### src/rtl/apb_req_arbiter.sv
// apb_req_arbiter
//   Round-robin arbiter/sequencer sharing one APB master command port among
//   REQ_NUM requesters. The winning requester's command is latched onto m_*,
//   m_transfer is held until the master reports completion (m_done) or the
//   watchdog expires, then a one-cycle ack returns read data and error status.
//
// Ports
//   PCLK, PRESETn  : clock, synchronous active-low reset
//   req/req_wr     : per-requester request level and direction (1=write)
//   req_addr/wdata/sel : packed per-requester command fields
//   gnt            : one-hot owner while BUSY/DONE
//   ack            : one-hot completion pulse to owner
//   rsp_rdata/err  : response, valid with ack, held until next completion
//   m_transfer/m_rw/m_addr/m_wdata/m_sel : command to APB master
//   m_done/m_rdata/m_err : completion from APB master
module apb_req_arbiter #(
   parameter int unsigned ADDR_WIDTH = 8,
   parameter int unsigned DATA_WIDTH = 8,
   parameter int unsigned REQ_NUM    = 4,
   parameter int unsigned SEL_WIDTH  = 1,
   parameter int unsigned TIMEOUT    = 16,
   parameter int unsigned CNT_WIDTH  = 8
) (
   input  logic                            PCLK,
   input  logic                            PRESETn,
   input  logic [REQ_NUM-1:0]              req,
   input  logic [REQ_NUM-1:0]              req_wr,
   input  logic [REQ_NUM*ADDR_WIDTH-1:0]   req_addr,
   input  logic [REQ_NUM*DATA_WIDTH-1:0]   req_wdata,
   input  logic [REQ_NUM*SEL_WIDTH-1:0]    req_sel,
   output logic [REQ_NUM-1:0]              gnt,
   output logic [REQ_NUM-1:0]              ack,
   output logic [DATA_WIDTH-1:0]           rsp_rdata,
   output logic                            rsp_err,
   output logic                            m_transfer,
   output logic                            m_rw,
   output logic [ADDR_WIDTH-1:0]           m_addr,
   output logic [DATA_WIDTH-1:0]           m_wdata,
   output logic [SEL_WIDTH-1:0]            m_sel,
   input  logic                            m_done,
   input  logic [DATA_WIDTH-1:0]           m_rdata,
   input  logic                            m_err
);

   localparam int unsigned IdxW = (REQ_NUM > 1) ? $clog2(REQ_NUM) : 1;

   typedef enum logic [1:0] {StIdle, StBusy, StDone} state_e;

   state_e                  state_q;
   logic [IdxW-1:0]         last_q;
   logic [CNT_WIDTH-1:0]    wd_q;
   logic [REQ_NUM-1:0]      gnt_q;
   logic [REQ_NUM-1:0]      ack_q;
   logic [DATA_WIDTH-1:0]   rdata_q;
   logic                    err_q;
   logic                    transfer_q;
   logic                    rw_q;
   logic [ADDR_WIDTH-1:0]   addr_q;
   logic [DATA_WIDTH-1:0]   wdata_q;
   logic [SEL_WIDTH-1:0]    sel_q;

   // Winner selection
   int unsigned             scan_pos;
   int unsigned             win_pos;
   logic                    win_found;
   logic [REQ_NUM-1:0]      win_oh;
   logic                    win_wr;
   logic [ADDR_WIDTH-1:0]   win_addr;
   logic [DATA_WIDTH-1:0]   win_wdata;
   logic [SEL_WIDTH-1:0]    win_sel;
   logic                    wd_expired;

   // Scan last+1, last+2, ... modulo REQ_NUM; the first set bit wins. Inner loops compare
   // against constant indices so every select stays a static slice.
   always_comb begin
      scan_pos  = 0;
      win_pos   = 0;
      win_found = 1'b0;
      for (int unsigned k = 1; k <= REQ_NUM; k++) begin
         scan_pos = (32'(last_q) + k) % REQ_NUM;
         for (int unsigned j = 0; j < REQ_NUM; j++) begin
            if (!win_found && (j == scan_pos) && req[j]) begin
               win_found = 1'b1;
               win_pos   = j;
            end
         end
      end

      win_oh    = '0;
      win_wr    = 1'b0;
      win_addr  = '0;
      win_wdata = '0;
      win_sel   = '0;
      for (int unsigned j = 0; j < REQ_NUM; j++) begin
         if (j == win_pos) begin
            win_oh[j] = 1'b1;
            win_wr    = req_wr[j];
            win_addr  = req_addr[j*ADDR_WIDTH +: ADDR_WIDTH];
            win_wdata = req_wdata[j*DATA_WIDTH +: DATA_WIDTH];
            win_sel   = req_sel[j*SEL_WIDTH +: SEL_WIDTH];
         end
      end
   end

   assign wd_expired = (TIMEOUT != 0) && (wd_q == CNT_WIDTH'(TIMEOUT - 1));

   always_ff @(posedge PCLK) begin
      if (!PRESETn) begin
         state_q    <= StIdle;
         last_q     <= IdxW'(REQ_NUM - 1);
         wd_q       <= '0;
         gnt_q      <= '0;
         ack_q      <= '0;
         rdata_q    <= '0;
         err_q      <= 1'b0;
         transfer_q <= 1'b0;
         rw_q       <= 1'b0;
         addr_q     <= '0;
         wdata_q    <= '0;
         sel_q      <= '0;
      end else begin
         unique case (state_q)
            StIdle: begin
               if (win_found) begin
                  rw_q       <= win_wr;
                  addr_q     <= win_addr;
                  wdata_q    <= win_wdata;
                  sel_q      <= win_sel;
                  gnt_q      <= win_oh;
                  transfer_q <= 1'b1;
                  last_q     <= IdxW'(win_pos);
                  wd_q       <= '0;
                  state_q    <= StBusy;
               end
            end
            StBusy: begin
               // Completion wins over a watchdog expiry in the same cycle.
               if (m_done) begin
                  rdata_q    <= rw_q ? '0 : m_rdata;
                  err_q      <= m_err;
                  ack_q      <= gnt_q;
                  transfer_q <= 1'b0;
                  state_q    <= StDone;
               end else if (wd_expired) begin
                  rdata_q    <= '0;
                  err_q      <= 1'b1;
                  ack_q      <= gnt_q;
                  transfer_q <= 1'b0;
                  state_q    <= StDone;
               end else begin
                  wd_q <= wd_q + 1'b1;
               end
            end
            StDone: begin
               ack_q   <= '0;
               gnt_q   <= '0;
               state_q <= StIdle;
            end
            default: begin
               state_q <= StIdle;
            end
         endcase
      end
   end

   assign gnt        = gnt_q;
   assign ack        = ack_q;
   assign rsp_rdata  = rdata_q;
   assign rsp_err    = err_q;
   assign m_transfer = transfer_q;
   assign m_rw       = rw_q;
   assign m_addr     = addr_q;
   assign m_wdata    = wdata_q;
   assign m_sel      = sel_q;

endmodule

### config.mk
export PLATFORM = sky130hd
export DESIGN_NAME = apb_req_arbiter
export DESIGN_NICKNAME = d
export VERILOG_FILES = /design/src/rtl/apb_req_arbiter.sv
export SDC_FILE = /design/constraint.sdc
export NUM_CORES = 1
export LEC_CHECK = 0
export ABC_AREA = 1
export CORE_UTILIZATION = 43
export DETAILED_ROUTE_END_ITERATION = 10
export GPL_ROUTABILITY_DRIVEN = 0
export PLACE_DENSITY = 0.82
export SETUP_SLACK_MARGIN = 0.3
export SKIP_LAST_GASP = 1
export SYNTH_ARGS = -nofsm -noshare
export SYNTH_HDL_FRONTEND = slang
export SYNTH_SLANG_ARGS = --single-unit
### constraint.sdc
create_clock -name PCLK -period 2.57 [get_ports PCLK]
set_clock_uncertainty 0.2 [all_clocks]
set_input_delay 0.3855 -clock PCLK [delete_from_list [all_inputs] [get_ports PCLK]]
set_output_delay 0.3855 -clock PCLK [all_outputs]
set_load 0.01 [all_outputs]
# Yosys cells after proc, flatten, opt, wreduce, memory -nomap -nowiden
# Cells that the tools add are included.
# W data, S select, Z words.
word_totals:
  register_bits: 48
classes:
  add_sub_neg: 5
  eq_ne: 22
  mux: 73
  reduce_logical: 63
op_table:
  columns: ["op", "n"]
  rows:
  - ["$mux W32", 13]
  - ["$logic_not A32 Y1", 5]
  - ["$mux W8", 14]
  - ["$eq A2 B32 Y1 const A", 2]
  - ["$mux W1", 34]
  - ["$eq A1 B32 Y1 const A", 1]
  - ["$logic_and A1 B1 Y1", 31]
  - ["$eq A2 B2 Y1 const A", 8]
  - ["$pmux W4 S2", 2]
  - ["$pmux W8 S2", 1]
  - ["$logic_not A1 Y1", 15]
  - ["$mux W4", 3]
  - ["$reduce_and A2 Y1", 5]
  - ["$add A8 B1 Y8 const B", 1]
  - ["$eq A1 B2 Y1 const A", 4]
  - ["$eq A8 B4 Y1 const B", 1]
  - ["$mux W2", 4]
  - ["$reduce_bool A2 Y1", 4]
  - ["$ne A2 B2 Y1 const B", 3]
  - ["$add A2 B1 Y2 const B", 2]
  - ["$add A2 B2 Y2 const B", 2]
  - ["$pmux W2 S2", 1]
  - ["$reduce_and A4 Y1", 1]
  - ["$ne A3 B3 Y1 const B", 1]
  - ["other kinds (5)", 5]

# Longest topological paths before layout
# Gate-level depths: netlist (run 1).
logic_depth:
  depth_word: 69
  depth_mapped: 19
  mapped_depth_nobuf: 16

# Least setup slack after synthesis (run 1)
# OpenSTA, ideal clock, no wires.
synth_path:
  kind: "register -> register"
  from: "register last_q[1]"
  to: "register addr_q[4], in the netlist m_addr[4]"
  setup_time_ns: 0.112
  arrival_time_ns: 2.016
  t_required_ns: 2.258
  setup_slack_ns: 0.242
  stages_incl_launch_ff: 19
  path_buffers: 3
  path_cell_list: "dfxtp_1 nor2_1 nand2_1 nand2_1 nor2_2 nand4_2 nor2_2 nand4_1 nor2_2 nand3_1 buf_4 nand2_4 buf_6 buf_6 nand3_1 nand2_1 inv_1 nand2_1 nand2_1"
synth_via:
  elab_chain_len: 69
synth_lines:
  columns: ["item", "line_no", "source"]
  rows:
  - ["from (decl)", "50", "logic [IdxW-1:0] last_q;"]
  - ["from (signal assigned)", "110", "last_q <= IdxW'(REQ_NUM - 1);"]
  - ["from (signal assigned)", "131", "last_q <= IdxW'(win_pos);"]
  - ["$add A2 B1 Y2", "80", "scan_pos = (32'(last_q) + k) % REQ_NUM;"]
  - ["$logic_not A32 Y1", "82", "if (!win_found && (j == scan_pos) && req[j]) begin"]
  - ["$logic_and A1 B1 Y1", "82", null]
  - ["$mux W1", "82", null]
  - ["$logic_not A1 Y1", "82", null]
  - ["$logic_and A1 B1 Y1 (2 in a row)", "82", null]
  - ["$mux W1", "82", null]
  - ["$logic_not A1 Y1", "82", null]
  - ["[... 47 more ...]", null, null]
  - ["$logic_not A1 Y1", "82", null]
  - ["$logic_and A1 B1 Y1 (2 in a row)", "82", null]
  - ["$mux W1", "82", null]
  - ["$logic_not A1 Y1", "82", null]
  - ["$logic_and A1 B1 Y1 (2 in a row)", "82", null]
  - ["$mux W32", "82", null]
  - ["$logic_not A32 Y1", "95", "if (j == win_pos) begin"]
  - ["$mux W8 (4 in a row)", "95", null]
  - ["to (signal assigned)", "126", "addr_q <= win_addr;"]
  - ["to (decl)", "58", "logic [ADDR_WIDTH-1:0] addr_q;"]
# Several ways; a longest one is shown, not always the timed one.
# A chain may end at the register's enable or synchronous reset.

# Worst setup path after layout (run 1)
layout_path:
  from: "input port req[0]"
  to: "register wdata_q[2], in the netlist m_wdata[2]"
layout_via:
  elab_chain_len: 67
layout_lines:
  columns: ["item", "line_no", "source"]
  rows:
  - ["from (decl)", "26", "input logic [REQ_NUM-1:0] req,"]
  - ["$logic_and A1 B1 Y1", "82", null]
  - ["$mux W1", "82", null]
  - ["$logic_not A1 Y1", "82", null]
  - ["$logic_and A1 B1 Y1 (2 in a row)", "82", null]
  - ["$mux W1", "82", null]
  - ["$logic_not A1 Y1", "82", null]
  - ["$logic_and A1 B1 Y1 (2 in a row)", "82", null]
  - ["$mux W1", "82", null]
  - ["[... 44 more ...]", null, null]
  - ["$logic_not A1 Y1", "82", null]
  - ["$logic_and A1 B1 Y1 (2 in a row)", "82", null]
  - ["$mux W1", "82", null]
  - ["$logic_not A1 Y1", "82", null]
  - ["$logic_and A1 B1 Y1 (2 in a row)", "82", null]
  - ["$mux W32", "82", null]
  - ["$logic_not A32 Y1", "95", null]
  - ["$mux W8 (4 in a row)", "95", null]
  - ["to (signal assigned)", "127", "wdata_q <= win_wdata;"]
  - ["to (decl)", "59", "logic [DATA_WIDTH-1:0] wdata_q;"]
# Several ways; a longest one is shown, not always the timed one.

==> results of run 1 <==
layout by cell type (no fill, tap or decap), types with 3 or more instances in the layout:
cell type          n
nor2_4             7
nand3_4            3
inv_2              3
inv_1             59
clkbuf_8           5
nor2_2             5
dlygate4sd2_1      3
dfxtp_1           46
nand3_1           34
nand2_1          110
buf_4             28
buf_6             12
a32o_1             4
nand2_8            3
o21ai_1           15
buf_12             5
nand2_4            6
nand4_1           42
nand2_2            6
a21oi_2            8
o21ai_2            7
o21ai_0           11
clkdlybuf4s50_1  120
nor2_1            20
a21oi_1            4
nand3_2           11
worst max-delay path by stage:
stage | from | endpoint | slack (ps) | depth (start not counted)
finish | req[0] | m_wdata[2] | -60 | 15
global route | req[0] | m_wdata[1] | -210 | 17
CTS | last_q[0] | m_addr[2] | 140 | 17
detailed placement | req[1] | wd_q[7] | -310 | 14
global placement | req[1] | wd_q[6] | -210 | 14
floorplan | req[3] | m_addr[4] | 310 | 17
routing by layer:
layer	track usage, %	wire (µm)
met5	0	0
met1	32.18	4184
met3	6.262	1013
met2	52.09	5637
met4	15.52	440
sequential cells by signal, indices dropped and copies added (netlist names):
name and flops:
m_addr 8, m_wdata 8, rsp_rdata 8, wd_q 8, ack 4, gnt 4
last_q 2, state_q 2, m_rw 1, m_sel 1, m_transfer 1, rsp_err 1
worst reg2reg max path, delay by kind of cell (launching register included):
family | cells | cell delay (ps)
flops | 1 | 420
simple gates | 13 | 1360
buf+inv | 3 | 370
compound gates | 1 | 150
area by class of cell:
cell class                 count  area [µm²]  area share (%)
multi-input combinational    311        1819           35.81
tap                           77       96.34           1.897
clock inverter                 3       47.55          0.9360
clock buffer                   5       68.82           1.355
timing repair buffer         176        1818           35.79
sequential                    48       968.4           19.06
inverter                      65       261.5           5.148
power by group through the flow:
stage                     sequential [W]  clock, W  combinational, W
final                            0.00107  0.000565           0.00422
after CTS                        0.00105  0.000573           0.00358
after global routing             0.00108  0.000599           0.00448
after global placement           0.00104         0           0.00291
after detailed placement         0.00104         0           0.00299
after floorplan                  0.00107         0           0.00181
kinds of logic (layout without fill, tap and decap cells):
| family | Yosys count | in the layout | synth area share, % |
|---|---|---|---|
| buffers and inverters | 89 | 249 | 13.15 |
| AOI/OAI and AO/OA | 53 | 53 | 10.46 |
| adders and majority gates | 1 | 1 | 0.4412 |
| DFF | 48 | 48 | 33.89 |
| and+or+nand+nor | 254 | 254 | 41.13 |
| xor gates and xnor gates | 3 | 3 | 0.9269 |
what timing repair did:
action | CTS | global route
pin swaps | 15 | 42
buffers inserted | 12 | 2
setup endpoints to repair | 33 | 34
gates resized for setup | 51 | 60
gates cloned | 4 | 3
through the flow:
| step | worst slack (ps) | TNS (ps) | instances | area (µm²) |
|---|---|---|---|---|
| floorplan | 307.0 | 0 | 448 | 2854 |
| global placement | -207.5 | -5537 | 656 | 4339 |
| detailed placement | -308.6 | -8548 | 656 | 4339 |
| CTS | 137.2 | 0 | 680 | 4792 |
| global route | -205.5 | -4007 | 685 | 5080 |
| finish | -64.08 | -270.8 | 685 | 5080 |
==> flow_summary_export.csv, run 1 <==
group,metric,value,unit
cts,clock_sinks,48,
synthesis,synth.cells.most_frequent,"nand2_1, inv_1, dfxtp_1, nand3_1, nand4_1",
synthesis,ys_top_cells_by_area,"dfxtp_1, nand2_1, nand4_1",
final_layout,final_nets,696,
final_layout,utilization,80.00,%
detailed_routing,drtAntennaViolNets,0,
cts,clock_latency,310,ps
hold_path,holdCritStartpoint,"m_addr[5]",
final_layout,num-fill-cells,384,
final_layout,syn2layout_area_growth,79.17,%
worst_setup_path,r2r_end,"m_wdata[2]",
power_and_ir_drop,p_switching,0.002664,W
synthesis,netlist_instances,448,
synthesis,synth_top_area_share,33.89,%
power_and_ir_drop,p_sw_share,45.53,%
die,die_y,83.20,µm
synthesis,synth_ff_type,"dfxtp_1",
placed_design,hpwlAfterDp,6664,µm
worst_setup_path,path_buf_inv,3,
worst_setup_path,rr_worst_depth,17,
synthesis,syn_nets,537,
cts,clk_root_buffer_cell,"clkbuf_8",
synthesis,ys_seq_area_share,33.89,%
detailed_routing,wire_per_inst,16.46,µm
synthesis,yosysMostFrequentCell,"nand2_1",
outcome,run_status,"finished with violations",
synthesis,synth_largest_area_cell,"dfxtp_1",
detailed_routing,drt-initial-drc-count,282,
synthesis,synth_edf_count,0,
cts,cts_tree,"yes",
die,dieArea,6922,µm²
grt,grt.overflow.total,0,
grt,grt_use_total,29.17,%
worst_setup_path,critPathCaptureType,"flip-flop",
power_and_ir_drop,p_leak,2.264,nW
power_and_ir_drop,share_comb_of_total_power,72.1,%
cts,clk_pin_slew,90,ps
worst_setup_path,worstPathCellList,"clkdlybuf4s50_1 > nand2_2 > nand2_4 > nor2_4 > nand4_2 > nor2_2 > nand4_1 > nor2_4 > buf_6 > nand3_4 > buf_8 > nand4_1 > nand3_1 > nand2_1 > nand2_1",
worst_setup_path,cp-start-kind,"input port",
hold_path,hp-class,"flip-flop to flip-flop",
flow_run,max_cap_violations,0,
detailed_routing,routed_wirelength,11280,µm
timing,setup_viol,11,
timing,fin_hold_ws,252.5,ps
final_layout,num_antenna_cells,0,
synthesis,syn-cell-area,2835,µm²
power_and_ir_drop,power_density,1152,nW/µm²
synthesis,yosysWarningCount,0,
timing,layout_setup_ws,-64.08,ps
power_and_ir_drop,power,0.005850,W
synthesis,synth_cell_types,30,
final_layout,drive_gt1_share,21.38,%
die,die_w,83.20,µm
grt,grt_pass1_vias,3740,
cts,cts_buffer_depth,2,
power_and_ir_drop,peakVddDrop,1213,µV
power_and_ir_drop,power_frac_clock,9.7,%
timing,hold_violations,0,
timing,slew_viol_final,0,
worst_setup_path,cp_data_required_time,2580,ps
outcome,violations,"setup timing",
cts,ctsHoldBuffers,0,
cts,numCtsBuffers,5,
synthesis,synthArstFlopShare,0,%
timing,rsz0062_at_grt,"true",
worst_setup_path,slowest_stage,"clkdlybuf4s50_1",
timing,fin_crit_sh,102.5,%
detailed_routing,drt-vias-per-instance,5.618,
detailed_routing,num_vias,3848,
synthesis,avgSynthCellArea,6.329,µm²
grt,grt_pass1_wl,16550,µm
hold_path,whs_path_depth,2,
worst_setup_path,r2r-start,"last_q[0]",
power_and_ir_drop,sequentialPowerShare,18.2,%
worst_setup_path,reg2reg_slack,-40,ps
timing,fmax,379.6,MHz
timing,worstMarginPinSlew,600.5,ps
worst_setup_path,critPathKind,"input port to flip-flop",
timing,max_slew_margin,59.93,%
detailed_routing,first_pass_iters,5,
die,num_rows,29,
die,coreArea,6350,µm²
grt,grt_max_degree,37,
grt,antenna_found_initial,0,
placed_design,portBuffers,123,
synthesis,ys_seq_elements,48,
worst_setup_path,crit_family,"simple AND/OR/NAND/NOR gates",
worst_setup_path,critical-path-max-stage-delay,440,ps
die,start_util,44.65,%
hold_path,min_to,"m_addr[5]",
detailed_routing,drc_errors,0,
cts,htree_levels,2,
timing,min_period,2634,ps
die,ios,124,
worst_setup_path,arrival,2640,ps
power_and_ir_drop,internal_power,0.003187,W
worst_setup_path,path_max_fanout,36,
(Power assumes the default switching activity.)
==> inputs of run 2 (changes only) <==
--- a/config.mk
+++ b/config.mk
@@ -6,10 +6,14 @@
 export NUM_CORES = 1
 export LEC_CHECK = 0
 export ABC_AREA = 1
-export CORE_UTILIZATION = 43
+export CELL_PAD_IN_SITES_DETAIL_PLACEMENT = 1
+export CELL_PAD_IN_SITES_GLOBAL_PLACEMENT = 1
+export CORE_MARGIN = 1.5
+export CORE_UTILIZATION = 28
 export DETAILED_ROUTE_END_ITERATION = 10
 export GPL_ROUTABILITY_DRIVEN = 0
-export PLACE_DENSITY = 0.82
+export PLACE_DENSITY_LB_ADDON = 0.1
+export REMOVE_ABC_BUFFERS = 1
 export SETUP_SLACK_MARGIN = 0.3
 export SKIP_LAST_GASP = 1
 export SYNTH_ARGS = -nofsm -noshare
==> flow_summary_export.csv, run 2 (synthesis gave the netlist of run 1 again) <==
group,metric,value,unit
worst_setup_path,r2r-start,"last_q[0]",
final_layout,final_nets,705,
cts,cts_buffer_depth,2,
hold_path,min_to,"m_addr[7]",
timing,fmax,385.9,MHz
die,die_w,103.6,µm
power_and_ir_drop,p_switching,0.002622,W
timing,worstMarginPinSlew,906.3,ps
outcome,run_status,"finished with violations",
worst_setup_path,path_max_fanout,8,
power_and_ir_drop,p_leak,2.241,nW
placed_design,hpwlAfterDp,8198,µm
power_and_ir_drop,internal_power,0.003263,W
final_layout,multi_input_area,1742,µm²
placed_design,portBuffers,123,
worst_setup_path,path_buf_inv,6,
detailed_routing,routed_wirelength,11650,µm
final_layout,drive_gt1_share,20.13,%
detailed_routing,drt-initial-drc-count,57,
worst_setup_path,critPathKind,"flip-flop to flip-flop",
worst_setup_path,cp-start-kind,"flip-flop",
detailed_routing,num_vias,3632,
power_and_ir_drop,peakVddDrop,467.2,µV
power_and_ir_drop,p_sw_share,44.56,%
grt,grt_pass1_vias,3927,
worst_setup_path,arrival,2590,ps
detailed_routing,first_pass_iters,6,
final_layout,syn2layout_area_growth,79.79,%
detailed_routing,drc_errors,0,
cts,htree_levels,2,
worst_setup_path,cp_data_required_time,2570,ps
final_layout,regArea,968.4,µm²
timing,rsz0062_at_grt,"true",
final_layout,num-fill-cells,1292,
timing,fin_crit_sh,100.8,%
final_layout,num_antenna_cells,0,
hold_path,hp-class,"flip-flop to flip-flop",
cts,cts_tree,"yes",
power_and_ir_drop,power_frac_clock,7.6,%
worst_setup_path,slowest_stage,"dfxtp_4",
timing,max_slew_margin,39.36,%
power_and_ir_drop,power_density,1155,nW/µm²
detailed_routing,drt-vias-per-instance,4.849,
worst_setup_path,rr_worst_depth,17,
cts,clk_pin_slew,100,ps
die,start_util,28.87,%
cts,numCtsBuffers,5,
worst_setup_path,worstPathCellList,"buf_4 > nor2_1 > nand2_1 > inv_1 > nor2_4 > nand4_1 > buf_4 > nor2_2 > nor2_4 > nand2_8 > buf_12 > buf_12 > buf_4 > o21ai_1 > nand3_1 > nand2_1 > nand2_1",
worst_setup_path,crit_cells,17,
grt,grt_max_degree,23,
final_layout,final_cell_mix,"clkdlybuf4s50_1, nand2_1, inv_1, dfxtp_1, nand4_1",
cts,clk_root_buffer_cell,"clkbuf_8",
worst_setup_path,crit_family,"simple AND/OR/NAND/NOR gates",
hold_path,holdCritStartpoint,"m_addr[7]",
detailed_routing,drtAntennaViolNets,0,
cts,clock_latency,300,ps
detailed_routing,wire_per_inst,15.56,µm
hold_path,whs_path_depth,2,
placed_design,place_ws,-569.2,ps
die,ios,124,
worst_setup_path,r2r_end,"m_wdata[1]",
final_layout,layout_commonest_cell,"clkdlybuf4s50_1",
die,coreArea,9819,µm²
worst_setup_path,critPathCaptureType,"flip-flop",
power_and_ir_drop,power,0.005885,W
timing,slew_viol_final,0,
grt,grt.overflow.total,0,
power_and_ir_drop,share_comb_of_total_power,74.6,%
die,die_y,103.6,µm
grt,grt_use_total,21.22,%
timing,layout_setup_ws,-21.58,ps
outcome,violations,"setup timing",
timing,min_period,2592,ps
timing,setup_viol,2,
grt,grt_pass1_wl,18550,µm
cts,clock_sinks,48,
worst_setup_path,reg2reg_slack,-20,ps
worst_setup_path,critical-path-max-stage-delay,390,ps
power_and_ir_drop,sequentialPowerShare,17.8,%
timing,fin_hold_ws,256.5,ps
grt,antenna_found_initial,0,
cts,ctsHoldBuffers,0,
die,num_rows,36,
die,dieArea,10740,µm²
timing,hold_violations,0,
flow_run,max_cap_violations,0,
-- run 2: cell count changes in the layout (fill, tap and decap cells not counted), moves of 3 or more --
cell	previous run	this run
nand2_4	6	1
a21oi_2	8	0
nand2_1	110	115
o21ai_0	11	14
o21ai_2	7	4
a21oi_1	4	12
buf_4	28	37
-- run 2: timing repair --
| item | 4_1_cts | 5_1_grt |
|---|---|---|
| setup endpoints to repair | 40 | 46 |
| hold endpoints to repair | 0 | 0 |
| gates resized for setup | 52 | 34 |
| pin swaps | 16 | 25 |
| setup buffers | 11 | 2 |
| cloned | 4 | 1 |
-- run 2: worst max path at each step --
stage	startpoint	to	slack [ps]
3_3_place_gp	req[1]	m_addr[7]	-440
5_1_grt	last_q[1]	m_addr[3]	-170
4_1_cts	last_q[1]	m_wdata[1]	-2
6_report	last_q[0]	m_wdata[1]	-20
3_5_place_dp	req[1]	m_addr[7]	-570
2_1_floorplan	last_q[1]	m_addr[0]	-1030
-- run 2: power by group through the flow --
stage | combinational, W | sequential (W) | clock (W)
5_1_grt | 0.00479 | 0.00107 | 0.000503
3_5_place_dp | 0.00332 | 0.00103 | 0
2_1_floorplan | 0.00158 | 0.00107 | 0
3_3_place_gp | 0.00325 | 0.00102 | 0
4_1_cts | 0.00412 | 0.00104 | 0.000465
6_report | 0.00439 | 0.00105 | 0.000446
-- run 2: through the flow --
| stage | TNS [ps] | std cells | utilization [%] | instance area [µm²] |
|---|---|---|---|---|
| global placement | -10900 | 724 | 45.92 | 4509 |
| floorplan | -23910 | 424 | - | 2706 |
| CTS | -7.277 | 746 | 50.29 | 4938 |
| global route | -2643 | 749 | 51.91 | 5097 |
| finish | -22.67 | 749 | 51.91 | 5097 |
| detailed placement | -15180 | 724 | 45.92 | 4509 |
-- run 2: final cells by class --
type | instances | share of cell area (%)
Tap cell | 133 | 3.265
Timing Repair Buffer | 184 | 37.04
Clock buffer | 5 | 1.350
Sequential cell | 48 | 19.00
Inverter | 65 | 4.934
Multi-Input combinational cell | 312 | 34.17
Clock inverter | 2 | 0.2455
-- run 2: worst reg2reg max path: cells and delay by family, from the launching register on --
kind                   cells  cell delay, ps
and+or+nand+nor           10             970
buffers and inverters      6             820
DFF                        1             390
AOI/OAI and AO/OA          1             110
-- run 2: layer usage --
| metal | track usage, % | wire length [µm] | vias up |
|---|---|---|---|
| met5 | 0 | 0 | - |
| met4 | 4.861 | 185 | 0 |
| met3 | 4.531 | 566 | 16 |
| met2 | 41.43 | 6099 | 92 |
| met1 | 23.14 | 4799 | 1715 |
| li1 | - | - | 1809 |
==> inputs of run 3 (changes only) <==
--- a/config.mk
+++ b/config.mk
@@ -16,6 +16,7 @@
 export REMOVE_ABC_BUFFERS = 1
 export SETUP_SLACK_MARGIN = 0.3
 export SKIP_LAST_GASP = 1
+export SLEW_MARGIN = 20
 export SYNTH_ARGS = -nofsm -noshare
 export SYNTH_HDL_FRONTEND = slang
 export SYNTH_SLANG_ARGS = --single-unit
==> results of run 3 <==
The final DEF is identical to that of run 2; final timing and power are the same.
